`src/rtl/ifu_lsu_mem_arbiter_pkg.sv`:
```
// ifu_lsu_mem_arbiter_pkg
//   Shared types and constants for the IFU/LSU memory-port arbiter:
//   FSM state encoding, owner codes and the core reset PC.
package ifu_lsu_mem_arbiter_pkg;

    typedef enum logic [1:0] {
        StIdle   = 2'd0,
        StWaitIf = 2'd1,
        StWaitLs = 2'd2
    } arb_state_e;

    localparam logic [1:0] OWN_NONE = 2'b00;
    localparam logic [1:0] OWN_IF   = 2'b01;
    localparam logic [1:0] OWN_LS   = 2'b10;

    localparam logic [31:0] RESET_PC = 32'h8000_0000;

    // Owner code reported for a given arbiter state.
    function automatic logic [1:0] state_owner(arb_state_e st);
        logic [1:0] own;
        own = OWN_NONE;
        unique case (st)
            StWaitIf: own = OWN_IF;
            StWaitLs: own = OWN_LS;
            default:  own = OWN_NONE;
        endcase
        return own;
    endfunction

endpackage

```
`src/rtl/ifu_lsu_mem_arbiter_if.sv`:
```
// ifu_lsu_mem_arbiter_if
//   Bundles the IFU request/response, LSU request/response and memory-port
//   signals of the arbiter.
//   Modports:
//     slave  - arbiter view (takes requests, drives grants/responses and mem_*)
//     master - environment view (requesters and memory bridge)
//   Parameters: AW address width, DW data width; MW = DW/8 is derived.
interface ifu_lsu_mem_arbiter_if #(
    parameter int unsigned AW = 32,
    parameter int unsigned DW = 64
);
    localparam int unsigned MW = DW / 8;

    // IFU side
    logic          if_req;
    logic [AW-1:0] if_addr;
    logic          if_gnt;
    logic          if_rvalid;
    logic [DW-1:0] if_rdata;

    // LSU side
    logic          ls_req;
    logic          ls_we;
    logic [AW-1:0] ls_addr;
    logic [DW-1:0] ls_wdata;
    logic [MW-1:0] ls_wmask;
    logic          ls_gnt;
    logic          ls_rvalid;
    logic [DW-1:0] ls_rdata;

    // Memory port
    logic          mem_req;
    logic          mem_we;
    logic [AW-1:0] mem_addr;
    logic [DW-1:0] mem_wdata;
    logic [MW-1:0] mem_wmask;
    logic          mem_gnt;
    logic          mem_rvalid;
    logic [DW-1:0] mem_rdata;

    modport slave (
        input  if_req, if_addr,
        input  ls_req, ls_we, ls_addr, ls_wdata, ls_wmask,
        input  mem_gnt, mem_rvalid, mem_rdata,
        output if_gnt, if_rvalid, if_rdata,
        output ls_gnt, ls_rvalid, ls_rdata,
        output mem_req, mem_we, mem_addr, mem_wdata, mem_wmask
    );

    modport master (
        output if_req, if_addr,
        output ls_req, ls_we, ls_addr, ls_wdata, ls_wmask,
        output mem_gnt, mem_rvalid, mem_rdata,
        input  if_gnt, if_rvalid, if_rdata,
        input  ls_gnt, ls_rvalid, ls_rdata,
        input  mem_req, mem_we, mem_addr, mem_wdata, mem_wmask
    );

endinterface

```
`src/rtl/ifu_lsu_mem_arbiter_arb_pick2.sv`:
```
// arb_pick2
//   Combinational two-way picker producing a one-hot (or zero) grant vector.
//   Ports: req0_i/req1_i requests, ptr_i favoured requester (ARB_RR_EN only),
//          gnt_o[0]/gnt_o[1] winner.
//   Macro ARB_RR_EN: defined -> pointer-based round-robin on ties;
//                    undefined -> fixed priority, req0 wins.
module arb_pick2 (
    input  logic       req0_i,
    input  logic       req1_i,
`ifdef ARB_RR_EN
    input  logic       ptr_i,
`endif
    output logic [1:0] gnt_o
);

    always_comb begin
        gnt_o = 2'b00;
        if (req0_i && req1_i) begin
`ifdef ARB_RR_EN
            gnt_o = ptr_i ? 2'b10 : 2'b01;
`else
            gnt_o = 2'b01;
`endif
        end else if (req0_i) begin
            gnt_o = 2'b01;
        end else if (req1_i) begin
            gnt_o = 2'b10;
        end
    end

endmodule

```
`src/rtl/ifu_lsu_mem_arbiter.sv`:
```
// ifu_lsu_mem_arbiter
//   Shares one memory port between instruction fetch and load/store with at
//   most one transaction outstanding; responses go back to the issuer.
//   Ports:
//     clk, rst   - clock, synchronous active-high reset
//     bus        - slave modport of ifu_lsu_mem_arbiter_if (IFU, LSU, memory)
//     owner      - 00 none, 01 IFU, 10 LSU (follows the registered state)
//     proto_err  - sticky: response seen with nothing outstanding
//   Macro ARB_RR_EN: defined -> round-robin on simultaneous requests;
//                    undefined -> LSU always wins, no pointer flop.
module ifu_lsu_mem_arbiter
    import ifu_lsu_mem_arbiter_pkg::*;
#(
    parameter int unsigned AW = 32,
    parameter int unsigned DW = 64
) (
    input  logic                  clk,
    input  logic                  rst,
    ifu_lsu_mem_arbiter_if.slave  bus,
    output logic [1:0]            owner,
    output logic                  proto_err
);

    localparam int unsigned MW = DW / 8;

    arb_state_e state_q, state_d;
    logic       proto_err_q, proto_err_d;
    logic [1:0] pick;
    logic       idle, sel_ls, sel_if;
    logic       ls_gnt, if_gnt;

    logic [AW-1:0] addr_mux;
    logic [DW-1:0] wdata_mux;
    logic [MW-1:0] wmask_mux;

`ifdef ARB_RR_EN
    // 0 favours LSU, 1 favours IFU
    logic ptr_q, ptr_d;
`endif

    assign idle = (state_q == StIdle);

    // req0 is the LSU so the fixed-priority build favours it
    arb_pick2 u_pick (
        .req0_i (bus.ls_req),
        .req1_i (bus.if_req),
`ifdef ARB_RR_EN
        .ptr_i  (ptr_q),
`endif
        .gnt_o  (pick)
    );

    // Nothing is issued outside IDLE, including the response cycle
    assign sel_ls = idle & pick[0];
    assign sel_if = idle & pick[1];

    always_comb begin
        addr_mux  = '0;
        wdata_mux = '0;
        wmask_mux = '0;
        if (sel_ls) begin
            addr_mux  = bus.ls_addr;
            wdata_mux = bus.ls_wdata;
            wmask_mux = bus.ls_wmask;
        end else if (sel_if) begin
            addr_mux  = bus.if_addr;
        end
    end

    assign bus.mem_req   = sel_ls | sel_if;
    assign bus.mem_we    = sel_ls & bus.ls_we;
    assign bus.mem_addr  = addr_mux;
    assign bus.mem_wdata = wdata_mux;
    assign bus.mem_wmask = wmask_mux;

    assign ls_gnt     = sel_ls & bus.mem_gnt;
    assign if_gnt     = sel_if & bus.mem_gnt;
    assign bus.ls_gnt = ls_gnt;
    assign bus.if_gnt = if_gnt;

    // Responses are forwarded in the same cycle to the current owner only
    assign bus.if_rvalid = (state_q == StWaitIf) & bus.mem_rvalid;
    assign bus.ls_rvalid = (state_q == StWaitLs) & bus.mem_rvalid;
    assign bus.if_rdata  = (state_q == StWaitIf) ? bus.mem_rdata : '0;
    assign bus.ls_rdata  = (state_q == StWaitLs) ? bus.mem_rdata : '0;

    assign owner     = state_owner(state_q);
    assign proto_err = proto_err_q;

    always_comb begin
        state_d     = state_q;
        proto_err_d = proto_err_q;
        unique case (state_q)
            StIdle: begin
                if (ls_gnt) begin
                    state_d = StWaitLs;
                end else if (if_gnt) begin
                    state_d = StWaitIf;
                end
                // A response with nothing outstanding is a stray
                if (bus.mem_rvalid) begin
                    proto_err_d = 1'b1;
                end
            end
            StWaitIf, StWaitLs: begin
                if (bus.mem_rvalid) begin
                    state_d = StIdle;
                end
            end
            default: state_d = StIdle;
        endcase
    end

`ifdef ARB_RR_EN
    // Point at the loser after each grant
    always_comb begin
        ptr_d = ptr_q;
        if (ls_gnt) begin
            ptr_d = 1'b1;
        end else if (if_gnt) begin
            ptr_d = 1'b0;
        end
    end

    always_ff @(posedge clk) begin
        if (rst) begin
            ptr_q <= 1'b0;
        end else begin
            ptr_q <= ptr_d;
        end
    end
`endif

    always_ff @(posedge clk) begin
        if (rst) begin
            state_q     <= StIdle;
            proto_err_q <= 1'b0;
        end else begin
            state_q     <= state_d;
            proto_err_q <= proto_err_d;
        end
    end

endmodule
```
`src/flat_wrapper.sv`:
```
// flat-port wrapper written by rule: the top's interface ports become plain ports
module ifu_lsu_mem_arbiter_flat import ifu_lsu_mem_arbiter_pkg::*;
#(
    parameter int unsigned AW = 32,
    parameter int unsigned DW = 64
)
  (clk, rst, owner, proto_err, bus_if_req, bus_if_addr, bus_ls_req, bus_ls_we, bus_ls_addr, bus_ls_wdata, bus_ls_wmask, bus_mem_gnt, bus_mem_rvalid, bus_mem_rdata, bus_if_gnt, bus_if_rvalid, bus_if_rdata, bus_ls_gnt, bus_ls_rvalid, bus_ls_rdata, bus_mem_req, bus_mem_we, bus_mem_addr, bus_mem_wdata, bus_mem_wmask);
  ifu_lsu_mem_arbiter_if #(.AW(AW), .DW(DW)) bus_i ();
  input  logic clk;
  input  logic rst;
  output logic [1:0] owner;
  output logic proto_err;
  input wire logic [$bits(bus_i.if_req)-1:0] bus_if_req;
  input wire logic [$bits(bus_i.if_addr)-1:0] bus_if_addr;
  input wire logic [$bits(bus_i.ls_req)-1:0] bus_ls_req;
  input wire logic [$bits(bus_i.ls_we)-1:0] bus_ls_we;
  input wire logic [$bits(bus_i.ls_addr)-1:0] bus_ls_addr;
  input wire logic [$bits(bus_i.ls_wdata)-1:0] bus_ls_wdata;
  input wire logic [$bits(bus_i.ls_wmask)-1:0] bus_ls_wmask;
  input wire logic [$bits(bus_i.mem_gnt)-1:0] bus_mem_gnt;
  input wire logic [$bits(bus_i.mem_rvalid)-1:0] bus_mem_rvalid;
  input wire logic [$bits(bus_i.mem_rdata)-1:0] bus_mem_rdata;
  output wire logic [$bits(bus_i.if_gnt)-1:0] bus_if_gnt;
  output wire logic [$bits(bus_i.if_rvalid)-1:0] bus_if_rvalid;
  output wire logic [$bits(bus_i.if_rdata)-1:0] bus_if_rdata;
  output wire logic [$bits(bus_i.ls_gnt)-1:0] bus_ls_gnt;
  output wire logic [$bits(bus_i.ls_rvalid)-1:0] bus_ls_rvalid;
  output wire logic [$bits(bus_i.ls_rdata)-1:0] bus_ls_rdata;
  output wire logic [$bits(bus_i.mem_req)-1:0] bus_mem_req;
  output wire logic [$bits(bus_i.mem_we)-1:0] bus_mem_we;
  output wire logic [$bits(bus_i.mem_addr)-1:0] bus_mem_addr;
  output wire logic [$bits(bus_i.mem_wdata)-1:0] bus_mem_wdata;
  output wire logic [$bits(bus_i.mem_wmask)-1:0] bus_mem_wmask;
  assign bus_i.if_req = bus_if_req;
  assign bus_i.if_addr = bus_if_addr;
  assign bus_i.ls_req = bus_ls_req;
  assign bus_i.ls_we = bus_ls_we;
  assign bus_i.ls_addr = bus_ls_addr;
  assign bus_i.ls_wdata = bus_ls_wdata;
  assign bus_i.ls_wmask = bus_ls_wmask;
  assign bus_i.mem_gnt = bus_mem_gnt;
  assign bus_i.mem_rvalid = bus_mem_rvalid;
  assign bus_i.mem_rdata = bus_mem_rdata;
  assign bus_if_gnt = bus_i.if_gnt;
  assign bus_if_rvalid = bus_i.if_rvalid;
  assign bus_if_rdata = bus_i.if_rdata;
  assign bus_ls_gnt = bus_i.ls_gnt;
  assign bus_ls_rvalid = bus_i.ls_rvalid;
  assign bus_ls_rdata = bus_i.ls_rdata;
  assign bus_mem_req = bus_i.mem_req;
  assign bus_mem_we = bus_i.mem_we;
  assign bus_mem_addr = bus_i.mem_addr;
  assign bus_mem_wdata = bus_i.mem_wdata;
  assign bus_mem_wmask = bus_i.mem_wmask;
  ifu_lsu_mem_arbiter #(.AW(AW), .DW(DW)) u_core (.clk(clk), .rst(rst), .bus(bus_i), .owner(owner), .proto_err(proto_err));
endmodule
```
`config.mk`:
```
export PLATFORM = sky130hd
export DESIGN_NAME = ifu_lsu_mem_arbiter_flat
export DESIGN_NICKNAME = d
export VERILOG_FILES = /design/src/rtl/ifu_lsu_mem_arbiter_pkg.sv /design/src/rtl/ifu_lsu_mem_arbiter_if.sv /design/src/rtl/ifu_lsu_mem_arbiter_arb_pick2.sv /design/src/rtl/ifu_lsu_mem_arbiter.sv /design/src/flat_wrapper.sv
export SDC_FILE = /design/constraint.sdc
export NUM_CORES = 1
export LEC_CHECK = 0
export BUFFER_PORTS_ARGS = -buffer_cell sky130_fd_sc_hd__clkbuf_2
export CORE_AREA = 3 3 171 173
export DETAILED_ROUTE_END_ITERATION = 10
export DIE_AREA = 0 0 174 176
export RECOVER_POWER = 25
export SLEW_MARGIN = 20
export SYNTH_ARGS = -nofsm -noshare
export SYNTH_HDL_FRONTEND = slang
export SYNTH_SLANG_ARGS = --single-unit
```
`constraint.sdc`:
```
create_clock -name clk -period 4.2 [get_ports clk]
set_input_delay 0.84 -clock clk [delete_from_list [all_inputs] [get_ports clk]]
set_output_delay 0.84 -clock clk [all_outputs]
set_load 0.1 [all_outputs]
```
### Yosys cells after proc, flatten, opt, wreduce, memory -nomap -nowiden

Cells that the tools add are included.

* output and inout bits: 241
* bits of input ports: 207
* bits in registers: 3
* RAM bits: 0
* memories kept: 0
* bits in latches: 0
* bits in read-only memories: 0

* shift-type cells: 0
* multiplexer cells: 14
* $mul: 0
* reductions and logical operators: 5
* bitwise gates (word level): 8
* order comparisons: 0
* eq/ne operators: 4
* divide/modulo/power cells: 0
* add/sub/neg operators: 0

Operators by type and width (count)
* $mux W64: 3
* $mux W32: 2
* $mux W2: 6
* $mux W8: 1
* $pmux W2 S2: 2
* $and A1 B1 Y1: 7
* $reduce_and A2 Y1: 2
* $ne A3 B3 Y1 const B: 1
* $eq A2 B1 Y1 const B: 1
* $eq A2 B2 Y1 const B: 1
* $logic_not A2 Y1: 1
* $ne A2 B2 Y1 const B: 1
* $reduce_or A2 Y1: 1
* $logic_and A1 B1 Y1: 1
* $or A1 B1 Y1: 1

### Longest topological paths before layout

Gate-level depths: netlist of run 1.

* depth in word-level cells: 8
* mapped depth: 6

### Cells and area by module

Synthesis of run 1 repeated with hierarchy kept, for this count alone.

* cells, all modules: 299
* area total of the unflattened synthesis: 1986.9 sq um

By module, submodules not included
* ifu_lsu_mem_arbiter: instances 1, area each 1976.9 sq um, cells each 297
* arb_pick2: instances 1, area each 10.0 sq um, cells each 2

### Least setup slack after synthesis of run 1

Ideal clock, no wire load.

* path kind: input to output
* start: input port bus_ls_req
* end: output port bus_if_gnt
* stages on the path: 4
* required time: 3.360 ns
* data arrival time: 2.035 ns
* path slack: 1.325 ns
* cell sequence: and3b_1 -> buf_6 -> buf_6 -> and2_1

* longest elaborated chain between the ends: 4

Ends and longest elaborated chain
* start: declaration: RTL line flat_wrapper.sv:15 `input wire logic [$bits(bus_i.ls_req)-1:0] bus_ls_req;`
* $mux W2 or $logic_and A1 B1 Y1 (tied branches): RTL line ifu_lsu_mem_arbiter_arb_pick2.sv:24, ifu_lsu_mem_arbiter_arb_pick2.sv:18
* $mux W2 (*): RTL line ifu_lsu_mem_arbiter_arb_pick2.sv:18 `if (req0_i && req1_i) begin`
* $and A1 B1 Y1 (*): RTL line ifu_lsu_mem_arbiter.sv:55 `assign sel_if = idle & pick[1];`
* $and A1 B1 Y1 (*): RTL line ifu_lsu_mem_arbiter.sv:77 `assign if_gnt = sel_if & bus.mem_gnt;`
* end: declaration: RTL line flat_wrapper.sv:23 `output wire logic [$bits(bus_i.if_gnt)-1:0] bus_if_gnt;`

Mark *: on every way between the ends. The rest lies on a longest branch, timed or not.

### Worst setup path after layout of run 1

* start: register u_core.state_q[1]
* end: output port bus_if_rdata[31]

* longest elaborated chain between the ends: 2

Ends and longest elaborated chain
* start: declaration: RTL line ifu_lsu_mem_arbiter.sv:26 `arb_state_e state_q, state_d;`
* start signal: assignment: RTL line ifu_lsu_mem_arbiter.sv:136 `state_q <= StIdle;`
* start signal: assignment: RTL line ifu_lsu_mem_arbiter.sv:139 `state_q <= state_d;`
* $eq A2 B1 Y1: RTL line ifu_lsu_mem_arbiter.sv:84 `assign bus.if_rdata = (state_q == StWaitIf) ? bus.mem_rdata : '0;`
* $mux W64: RTL line ifu_lsu_mem_arbiter.sv:84
* end: declaration: RTL line flat_wrapper.sv:25 `output wire logic [$bits(bus_i.if_rdata)-1:0] bus_if_rdata;`

No other way between the ends.

==> impl_metrics.toml, run 1 <==
[timing]
max_freq_mhz = 286
setup_viol = 0
slew_headroom = 0.144
period_needed_ns = 3.50
finClkSkew_ns = 0.00656
tightest_slew_ns = 1.29
final.period_utilization = 0.834
hold_viol_final = 0
rsz0062_at_grt = "false"
setup-tns-final_ns = 0
drv_slew = 0

[setup_path]
cp.arrival_ns = 2.66
required_ns = 3.36
critPathMaxFanout = 65
critPathCaptureType = "primary output"
crit_type = "register to primary output"
cp-start-kind = "register"

[synth]
synth_most_common_cell = "and2_1"
syn_inst = 299
ys_seq_elements = 3
synthArstFlopShare = 0
syn_avg_cell_area_um2 = 6.57
yosysTopAreaCellShare = 0.420
synth_commonest_cells = "132 x and2_1, 74 x and3_1, 32 x a22o_1, 28 x clkbuf_1, 5 x ha_1"
yosysWarnings = 0
yosys-top-cells-area = "and2_1 42%, and3_1 24%, a22o_1 14%"
ys_types = 23
yosysTopAreaCell = "and2_1"
synth_edf_count = 0
synth_area_um2 = 1970
syn_nets = 511
ys_seq_area_frac = 0.0306
ys.flop_type = "dfxtp_1"

[placed_design]
dp_hpwl_um = 11900
portBuffers = 447
gp_congestion = 0.762

[outcome]
status = "completed"

[global_route]
grt_pass1_wl_um = 18900
grt-ovfl-total = 0
grtUsageTotal = 0.0757
antenna_found_initial = 1
grt_max_degree = 66
grt_pass1_vias = 3436

[cts]
cts-root-to-sink-buffers = 2
clock_sinks = 3
clk_pin_slew_ns = 0.04
post_cts_resized = 0
numCtsBuffers = 3
clockRootBuffer = "clkbuf_16"
post-cts-setup-buffer-count = 0
worstSkewPairLatency_ns = 0.23
cts_hold_buffers = 0
cts_tree = "built"
htree_levels = 1

[final_layout]
nNetsFinal = 931
n_fill_cell = 3203
syn_to_final_growth_pct = 156
multi_input_area_um2 = 1710
seq_area_um2 = 60.1
drive_gt1_frac = 0.556

[route]
drc = 0
antenna_left = 0
num_vias = 3666
routed_wl_um = 13700
wl_per_cell_um = 12.5
drtIter0Drc = 74
drt_pass1_iterations = 4
viasPerCell = 3.34

[pwr]
p_sw_w = 0.00117
pwr-share-seq = 0.020
sw_frac_of_total = 0.712
ir_drop_mv = 0.133
p_leak_nw = 2.96
p_per_area_nw_per_um2 = 327
power.internal_w = 0.000474
pwr-share-clk = 0.094
p_comb_frac = 0.886
power_w = 0.00165

[die]
row_count = 61
die_w_um = 174
pin_count = 448
dieArea_um2 = 30600
die_h_um = 176
initial_core_util = 0.0708
coreArea_um2 = 27800

[min_path]
hp-class = "register to register"

[run]
maxCapViolations = 0
-- worst paths after layout --
| path | start | endpoint | slack, ns | cells past startpoint |
|---|---|---|---|---|
| worst max-delay path | u_core.state_q[1]$_SDFFE_PP0P_ | bus_if_rdata[31] | 0.70 | 5 |
| worst min-delay path | u_core.proto_err$_SDFFE_PP0P_ | u_core.proto_err$_SDFFE_PP0P_ | 0.47 | 2 |
| worst max register to register | u_core.state_q[1]$_SDFFE_PP0P_ | u_core.state_q[0]$_SDFFE_PP0P_ | 2.06 | 6 |
| worst min register to register | u_core.proto_err$_SDFFE_PP0P_ | u_core.proto_err$_SDFFE_PP0P_ | 0.47 | 2 |
-- logic make-up (layout without fill, tap and decap cells) --
logic type,after synthesis,count (layout),share of synthesized area
buffers and inverters,40,459,0.0993
flip-flops,3,3,0.0306
AND/OR/NAND/NOR,212,212,0.672
multiplexers,1,1,0.00509
AO/OA/AOI/OAI,38,38,0.161
adder cells (fa/ha/maj),5,5,0.0318
other,0,1,0
-- cells in the final DEF, fill, tap and decap left out, drive strengths merged --
cell and instances:
inv 2, nor2 1, and3b 1, dfxtp 3, a31oi 1, a21oi 2
nand3 1, a21boi 1, nor3 1, o21ai 1, and3 74, a22o 32
nand2 1, nand2b 1, mux2i 1, clkbuf 419, diode 1, o21a 1
buf 38, ha 5, and2 132
-- metal layers --
layer / vias to the layer above / part of all wire / track usage
met5: - / 0.00095 / 0
met4: 2 / 0.0015 / 0.00302
met3: 4 / 0.085 / 0.0172
met2: 214 / 0.51 / 0.141
met1: 1590 / 0.40 / 0.0931
li1: 1856 / - / -
-- power groups by stage --
stage | Combinational, W | Clock (W) | Sequential, W
2_1_floorplan | 0.00111 | 0 | 0.0000391
3_3_place_gp | 0.00146 | 0 | 0.0000329
3_5_place_dp | 0.00147 | 0 | 0.0000331
4_1_cts | 0.00147 | 0.000160 | 0.0000327
5_1_grt | 0.00150 | 0.000165 | 0.0000330
6_report | 0.00146 | 0.000155 | 0.0000327
-- worst max-delay path, stage by stage (launching register included) --
cell and delay, ns:
dfxtp_1 0.34, inv_1 0.11, ha_1 0.14, clkbuf_2 0.70, and2_1 0.23, clkbuf_1 0.89
-- flip-flops by register name, indices dropped and copies added, names as in the netlist --
| register | flops |
|---|---|
| u_core.state_q | 2 |
| u_core.proto_err | 1 |
-- layout make-up --
type / count / share of cell area
Timing Repair Buffer: 453 / 0.537
Antenna cell: 1 / 0.000497
Tap cell: 378 / 0.0939
Multi-Input combinational cell: 256 / 0.340
Sequential cell: 3 / 0.0119
Clock buffer: 4 / 0.0157
Inverter: 2 / 0.00149
-- through the flow --
stage | instance area, um2 | instances | hold WS [ns] | util | setup WS, ns
after floorplan | 1970 | 299 | 0.486 | - | 1.33
after detailed placement | 5030 | 1092 | 0.468 | 0.181 | 1.12
after global placement | 5030 | 1092 | 0.453 | 0.181 | 1.15
after CTS | 5110 | 1096 | 0.478 | 0.184 | 1.05
after global routing | 5030 | 1096 | 0.513 | 0.181 | 0.521
final | 5040 | 1097 | 0.473 | 0.181 | 0.698
Power figures use the tool's default switching activity.
==> inputs of run 2 (changes only) <==
--- a/config.mk
+++ b/config.mk
@@ -5,6 +5,7 @@
 export SDC_FILE = /design/constraint.sdc
 export NUM_CORES = 1
 export LEC_CHECK = 0
+export ABC_AREA = 1
 export BUFFER_PORTS_ARGS = -buffer_cell sky130_fd_sc_hd__clkbuf_2
 export CORE_AREA = 3 3 171 173
 export DETAILED_ROUTE_END_ITERATION = 10
==> constraint.sdc (replaced) <==
create_clock -name clk -period 3.3 [get_ports clk]
set_input_delay 0.66 -clock clk [delete_from_list [all_inputs] [get_ports clk]]
set_output_delay 0.66 -clock clk [all_outputs]
set_load 0.1 [all_outputs]
==> run 2 against run 1 <==
Effect of this change: clock-buffer cell count did not move; critical path depth is 1 higher; cell count grew 25%; combinational power grew 120%; wire length is 9.1% higher; clock power increased by 23%; sequential cell count did not move; clock skew down 0.0046 ns; critical path type unchanged.
==> impl_metrics.toml, run 2 <==
[final_layout]
postLayoutCoreUtil = 0.240
top_register = "u_core.state_q"
syn_to_final_growth_pct = 173
stdcell_count = 1375
n_fill_cell = 3173
finish.instance_area_um2 = 6660
multi_input_area_um2 = 1240
final_common_cell = "clkbuf_2"
layout_common_cells = "338 x clkbuf_2, 244 x inv_1, 134 x nand2_1"
seq_area_um2 = 60.1
antenna_cells = 0
drive_gt1_frac = 0.459
nNetsFinal = 1210
largest_reg_flops = 2

[synth]
syn_nets = 782
ys_seq_area_frac = 0.0246
synth_mux_area_frac = 0
synth_edf_count = 0
synth-compound-area-share = 0.0764
yosys.area_share.simple = 0.404
synth-adder-area-share = 0.0257
syn_avg_cell_area_um2 = 4.28
yosysWarnings = 0
yosysTopAreaCellShare = 0.376
synth_top_family_by_area = "buffers and inverters"
synth_commonest_cells = "244 x inv_1, 135 x nand2_1, 78 x nor2_1, 34 x nand3_1, 29 x o21ai_1"
synth_most_common_cell = "inv_1"
synthArstFlopShare = 0
synthXorXnorAreaFrac = 0
ys.flop_type = "dfxtp_1"
yosys-top-cells-area = "inv_1 38%, nand2_1 21%, nor2_1 12%"
ys_types = 16
synth_area_um2 = 2440
ys_seq_elements = 3
yosysTopAreaCell = "inv_1"
syn_inst = 570

[outcome]
status = "completed"

[global_route]
antenna_found_initial = 0
grtUsageTotal = 0.0877
grt_pass1_wl_um = 22400
grt_max_degree = 75
grt-ovfl-total = 0
grt_pass1_vias = 4211

[timing]
tightest_slew_ns = 1.28
max_freq_mhz = 344
period_needed_ns = 2.91
slew_headroom = 0.150
hold_viol_final = 0
setup_viol = 0
finClkSkew_ns = 0.00201
final.period_utilization = 0.880
drv_slew = 0
rsz0062_at_grt = "false"

[cts]
clock_sinks = 3
cts_tree = "built"
htree_levels = 1
cts-root-to-sink-buffers = 2
numCtsBuffers = 3
worstSkewPairLatency_ns = 0.22
post-cts-setup-buffer-count = 0
post_cts_resized = 0
clockRootBuffer = "clkbuf_16"
clk_pin_slew_ns = 0.03
cts_hold_buffers = 0

[placed_design]
dp_hpwl_um = 13400
place_area_um2 = 6600
gp_congestion = 0.858
portBuffers = 447
dp.cells = 1371

[route]
drc = 0
num_vias = 4569
drtIter0Drc = 239
wl_per_cell_um = 10.9
viasPerCell = 3.32
antenna_left = 0
routed_wl_um = 15000
drt_pass1_iterations = 4

[die]
pin_count = 448
die_w_um = 174
die_h_um = 176
row_count = 61
coreArea_um2 = 27800
dieArea_um2 = 30600
initial_core_util = 0.0878

[run]
maxCapViolations = 0

[setup_path]
critPathCaptureType = "primary output"
crit_type = "register to primary output"
critPathMaxFanout = 36
cp-start-kind = "register"
required_ns = 2.64
cp.arrival_ns = 2.25

[pwr]
power_w = 0.00352
p_per_area_nw_per_um2 = 529
p_leak_nw = 4.81
ir_drop_mv = 0.365

[min_path]
hp-class = "register to register"
run 2: changes by cell type after synthesis, moves of 32 or more:
cell,change
a22o_1,-32
and2_1,-132
and3_1,-74
inv_1,+242
nand2_1,+134
nand3_1,+33
nor2_1,+77
run 2: report_power, final:
part / internal [W] / switching [W]
combinational: 0.000816 / 0.00247
clock: 0.000159 / 0.0000308
sequential: 0.0000414 / 0.00000379
run 2: final cells by class:
class                      instances  area share
timing repair buffer             456       0.584
inverter                         244       0.138
sequential                         3     0.00902
clock buffer                       4      0.0118
multi-input combinational        290       0.186
tap                              378      0.0710
run 2: per-layer routing:
metal	global-route usage	routed length (um)	up-vias
met5	0	0	-
met4	0.0104	174	0
met3	0.0155	1220	10
met1	0.104	5540	1996
li1	-	-	2367
met2	0.168	8010	196
run 2: worst paths after layout:
path	cells after the start	slack [ns]	endpoint	from
max	6	0.39	bus_mem_addr[31]	u_core.state_q[0]$_SDFFE_PP0P_
min reg2reg	2	0.48	u_core.proto_err$_SDFFE_PP0P_	u_core.proto_err$_SDFFE_PP0P_
min	2	0.48	u_core.proto_err$_SDFFE_PP0P_	u_core.proto_err$_SDFFE_PP0P_
max reg2reg	8	1.62	u_core.state_q[1]$_SDFFE_PP0P_	u_core.state_q[0]$_SDFFE_PP0P_
run 2: cell families (layout without fill, tap and decap cells):
| logic type | count (synthesis) | in the layout |
|---|---|---|
| buffers and inverters | 277 | 704 |
| and+or+nand+nor | 249 | 249 |
| AOI/OAI and AO/OA | 36 | 36 |
| adders and majority gates | 5 | 5 |
| DFF | 3 | 3 |
run 2: worst max-delay path, cell delays in order, from the launching register on:
cell and delay [ns]:
dfxtp_1 0.31, inv_1 0.12, ha_1 0.25, buf_4 0.36
nand3_1 0.10, o21ai_0 0.08, dlymetal6s2s_1 0.77
run 2: per-stage QoR:
| step | hold slack (ns) | setup WS (ns) | setup TNS [ns] |
|---|---|---|---|
| after global routing | 0.536 | 0.199 | 0 |
| after global placement | 0.463 | 0.678 | 0 |
| after detailed placement | 0.476 | 0.653 | 0 |
| final | 0.483 | 0.394 | 0 |
| after CTS | 0.483 | 0.455 | 0 |
| after floorplan | 0.502 | -0.497 | -1.49 |
